[src/rtl/rgb_blink.sv]
// RGB breathing generator: prescaled counter drives three
// 120-degree-offset triangle duties, one registered PWM bit per colour.
module rgb_blink #(
  parameter int COUNTER_BITS = 16,
  parameter int PRESCALER    = 3
) (
  input  logic clk,
  input  logic rst_n,
  output logic pwm_red,
  output logic pwm_blue,
  output logic pwm_green
);

  logic                    tick;
  logic [COUNTER_BITS-1:0] cnt_q, cnt_d;
  logic [7:0]              pwm_cnt, phase;
  logic [7:0]              p_r, p_g, p_b;
  logic                    red_q, red_d;
  logic                    grn_q, grn_d;
  logic                    blu_q, blu_d;

  function automatic logic [7:0] tri_wave(input logic [7:0] p);
    return p[7] ? {~p[6:0], 1'b0} : {p[6:0], 1'b0};
  endfunction

  generate
    if (PRESCALER == 0) begin : g_nopre
      assign tick = 1'b1;
    end else begin : g_pre
      logic [PRESCALER-1:0] pre_q, pre_d;
      assign pre_d = pre_q + PRESCALER'(1);
      assign tick  = &pre_q;
      always_ff @(posedge clk or negedge rst_n) begin
        if (!rst_n) pre_q <= '0;
        else        pre_q <= pre_d;
      end
    end
  endgenerate

  assign cnt_d   = tick ? cnt_q + COUNTER_BITS'(1) : cnt_q;
  assign pwm_cnt = cnt_q[7:0];
  assign phase   = cnt_q[COUNTER_BITS-1 -: 8];
  assign p_r     = phase;
  assign p_g     = phase + 8'd85;
  assign p_b     = phase + 8'd170;

  // Duty is compared live every clock; no per-period latching.
  always_comb begin
    red_d = pwm_cnt < tri_wave(p_r);
    grn_d = pwm_cnt < tri_wave(p_g);
    blu_d = pwm_cnt < tri_wave(p_b);
  end

  always_ff @(posedge clk or negedge rst_n) begin
    if (!rst_n) begin
      cnt_q <= '0;
      red_q <= 1'b0;
      grn_q <= 1'b0;
      blu_q <= 1'b0;
    end else begin
      cnt_q <= cnt_d;
      red_q <= red_d;
      grn_q <= grn_d;
      blu_q <= blu_d;
    end
  end

  assign pwm_red   = red_q;
  assign pwm_green = grn_q;
  assign pwm_blue  = blu_q;

endmodule

[config.mk]
export PLATFORM = sky130hd
export DESIGN_NAME = rgb_blink
export DESIGN_NICKNAME = d
export VERILOG_FILES = /design/src/rtl/rgb_blink.sv
export SDC_FILE = /design/constraint.sdc
export NUM_CORES = 1
export LEC_CHECK = 0
export CAP_MARGIN = 20
export CORE_MARGIN = 1
export CORE_UTILIZATION = 40
export CTS_CLUSTER_DIAMETER = 150
export DETAILED_ROUTE_END_ITERATION = 7
export SLEW_MARGIN = 20
export SYNTH_ARGS = -nofsm -noshare
export SYNTH_HDL_FRONTEND = slang
export SYNTH_SLANG_ARGS = --single-unit
export TNS_END_PERCENT = 10
[constraint.sdc]
create_clock -name clk -period 3.3 [get_ports clk]
set_clock_uncertainty 0.05 [all_clocks]
set_input_delay 0.66 -clock clk [delete_from_list [all_inputs] [get_ports clk]]
set_output_delay 0.66 -clock clk [all_outputs]
set_load 0.03 [all_outputs]
==> flow_metrics.env <==
export IMPL_startpoint="cnt_q[10]"
export IMPL_global_route_usage_met1=0.2203
export IMPL_irDropWorstVdd_mv=0.1328
export IMPL_io_pins=5
export IMPL_worstPathRequired_ps=3450
export IMPL_regToRegEndpoint="pwm_green"
export IMPL_routedWlPerCell_um=15.37
export IMPL_setup_worst_path_end_class="flip-flop"
export IMPL_fin_nets=204
export IMPL_drcViolationCount=0
export IMPL_synth_area_top_cells="dfrtp_1 (31%), ha_1 (17%), xnor2_1 (16%)"
export IMPL_synthSimpleGateAreaFrac=0.1187
export IMPL_r2r_slack_ps=390
export IMPL_tightest_slew_ps=538.4
export IMPL_place_gp_congestion=0.8017
export IMPL_synth_edf_count=0
export IMPL_setup_tns_ps=0
export IMPL_synth_mux_area_frac=0.01208
export IMPL_netlist_area_um2=1760
export IMPL_routed_via_count=1244
export IMPL_syn_mean_instance_area_um2=10.18
export IMPL_cp_start_kind="flip-flop"
export IMPL_netlist_instances=173
export IMPL_worstReg2RegStart="cnt_q[10]"
export IMPL_synth_seq_cells=22
export IMPL_htreeDepth=1
export IMPL_grtUsageTotal=0.1759
export IMPL_drt_wl_total_um=3490
export IMPL_synth_compound_area_frac=0.1215
export IMPL_cts_buffers_inserted=3
export IMPL_finalSetupViolCount=0
export IMPL_yosys_area_top_type_share=0.3127
export IMPL_synth_warnings=0
export IMPL_synthAdderAreaFrac=0.1706
export IMPL_synth_commonest_cells="xnor2_1 (32), ha_1 (24), dfrtp_1 (22)"
export IMPL_p_total_uw=536.7
export IMPL_yosys_area_top_type="dfrtp_1"
export IMPL_hold_viol=0
export IMPL_grt_overflow_total=0
export IMPL_synth_top_family_by_area="XOR/XNOR gates"
export IMPL_area_delta_synth_final_pct=8.458
export IMPL_endpoint="pwm_green"
export IMPL_root_buffer="clkbuf_8"
export IMPL_drive_above_1_share=0.09605
export IMPL_final_cells=227
export IMPL_path_max_fanout=6
export IMPL_core_area_um2=4115
export IMPL_cts_buffer_depth=2
export IMPL_arrival_ps=3050
export IMPL_postCtsSetupRepairBufs=0
export IMPL_cts_tree="built"
export IMPL_start_util=0.4278
export IMPL_fmax_ghz=0.3439
export IMPL_p_per_area_nw_per_um2=281.1
export IMPL_final_util=0.4640
export IMPL_fin_crit_ps=2908
export IMPL_maxCapViolCount=0
export IMPL_slew_headroom=0.6410
export IMPL_grtUsageMet2=0.3088
export IMPL_cts_hold_buf=0
export IMPL_via_per_inst=5.480
export IMPL_io_buffers=4
export IMPL_drt_iter0_drc=72
export IMPL_clock_sinks=22
export IMPL_cts_resized=0
export IMPL_fill_cells=391
export IMPL_leakage_uw=0.0008319
export IMPL_std_cell_rows=23
export IMPL_dp_cells=223
export IMPL_antenna_cells=0
export IMPL_synth_xor_area_frac=0.2317
export IMPL_drt_first_pass_iters=4
export IMPL_async_flop_share=1.000
export IMPL_grt_pass1_wl_um=5947
export IMPL_die_area_um2=4670
export IMPL_timing_final_crit_share=0.8812
export IMPL_dp_hpwl_um=2607
export IMPL_ys_seq_area_frac=0.3127
export IMPL_slew_viol_final=0
export IMPL_r2r_cells=11
export IMPL_antenna_left=0
export IMPL_antenna_found_initial=0
export IMPL_critical_path_class="reg -> reg"
export IMPL_grt_setup_unrepaired="no"
export IMPL_status="complete, no violations"
export IMPL_die_w_um=68.34
export IMPL_yosysUniqueCellTypes=39
export IMPL_syn_num_nets=199
export IMPL_grt_use_met3=0.02667
export IMPL_grt_max_degree=23
export IMPL_synthFlopType="dfrtp_1"
export IMPL_hold_path_class="in -> async"
export IMPL_synth_most_common_cell="xnor2_1"
export IMPL_grt_pass1_vias=1247
export IMPL_clkTransAtPathRegs_ps=90
export IMPL_busiest_layer="met2"
export IMPL_clkLatencyLatePin_ps=270
export IMPL_die_h_um=68.34
[cell usage in the layout, fill, tap and decap left out, drive strengths merged, types with 3 or more instances in the layout]
master         count
a21o               3
a21oi              7
buf                4
clkbuf             3
clkdlybuf4s50      3
dfrtp             22
ha                24
inv                4
nand2              8
nand4              8
nor2               5
nor3               5
o21a               3
o21ai              9
xnor2             33
xor2              11
[registers in the layout, summed over array words and instances, names as in the netlist]
name	cells
g_pre.pre_q	3
pwm_green	1
pwm_blue	1
cnt_q	16
pwm_red	1
[layer usage]
layer / wire length (um) / vias up
met4: 34 / 0
met2: 1746 / 15
li1: - / 620
met3: 84 / 4
met1: 1626 / 605
met5: 0 / -
[through the flow]
stage | hold WS [ps] | cell area [um2] | worst slack, ps
2_1_floorplan | 314.4 | 1760 | 667.9
3_3_place_gp | 361.3 | 1843 | 463.9
3_5_place_dp | 371.8 | 1843 | 417.0
4_1_cts | 384.9 | 1914 | 385.6
5_1_grt | 327.1 | 1909 | 57.14
6_report | 289.4 | 1909 | 392.0
[report_power, final]
group          total (uW)  internal [uW]  switching [uW]
registers             269            269               0
logic                5.47          0.424            5.05
clock network         262            162            99.6
[critical path, stage by stage (launching register included)]
cell and delay [ps]:
dfrtp_1 470, inv_1 80, ha_1 200, a211oi_1 360, o21bai_1 170, xor2_2 340, xnor2_1 130, ha_1 310
a21oi_1 150, o21ai_0 120, or3_1 310, o21ai_0 140
[cells by family (layout without fill, tap and decap cells)]
kind of cell | Yosys count | after routing
compound gates | 32 | 32
xor+xnor | 44 | 44
fa+ha+maj | 24 | 24
buf+inv | 11 | 15
flops | 22 | 22
mux | 2 | 2
simple gates | 38 | 38
[worst min path at each step]
stage / end / slack [ps] / cells past startpoint
global route: cnt_q[2] / 330 / 1
floorplan: cnt_q[0] / 310 / 0
detailed placement: g_pre.pre_q[0] / 370 / 1
finish: cnt_q[6] / 290 / 1
CTS: g_pre.pre_q[0] / 380 / 1
global placement: g_pre.pre_q[0] / 360 / 1
[cell type report]
cell class / count / area (um2) / area share
inverters: 4 / 15.01 / 0.007864
multi-input cells: 140 / 1152 / 0.6035
flip-flops and latches: 22 / 550.5 / 0.2883
repair buffers: 7 / 57.56 / 0.03014
clock buffers: 3 / 41.29 / 0.02163
clock inverters: 1 / 30.03 / 0.01573
well taps: 50 / 62.56 / 0.03277
(Power assumes the default switching activity.)
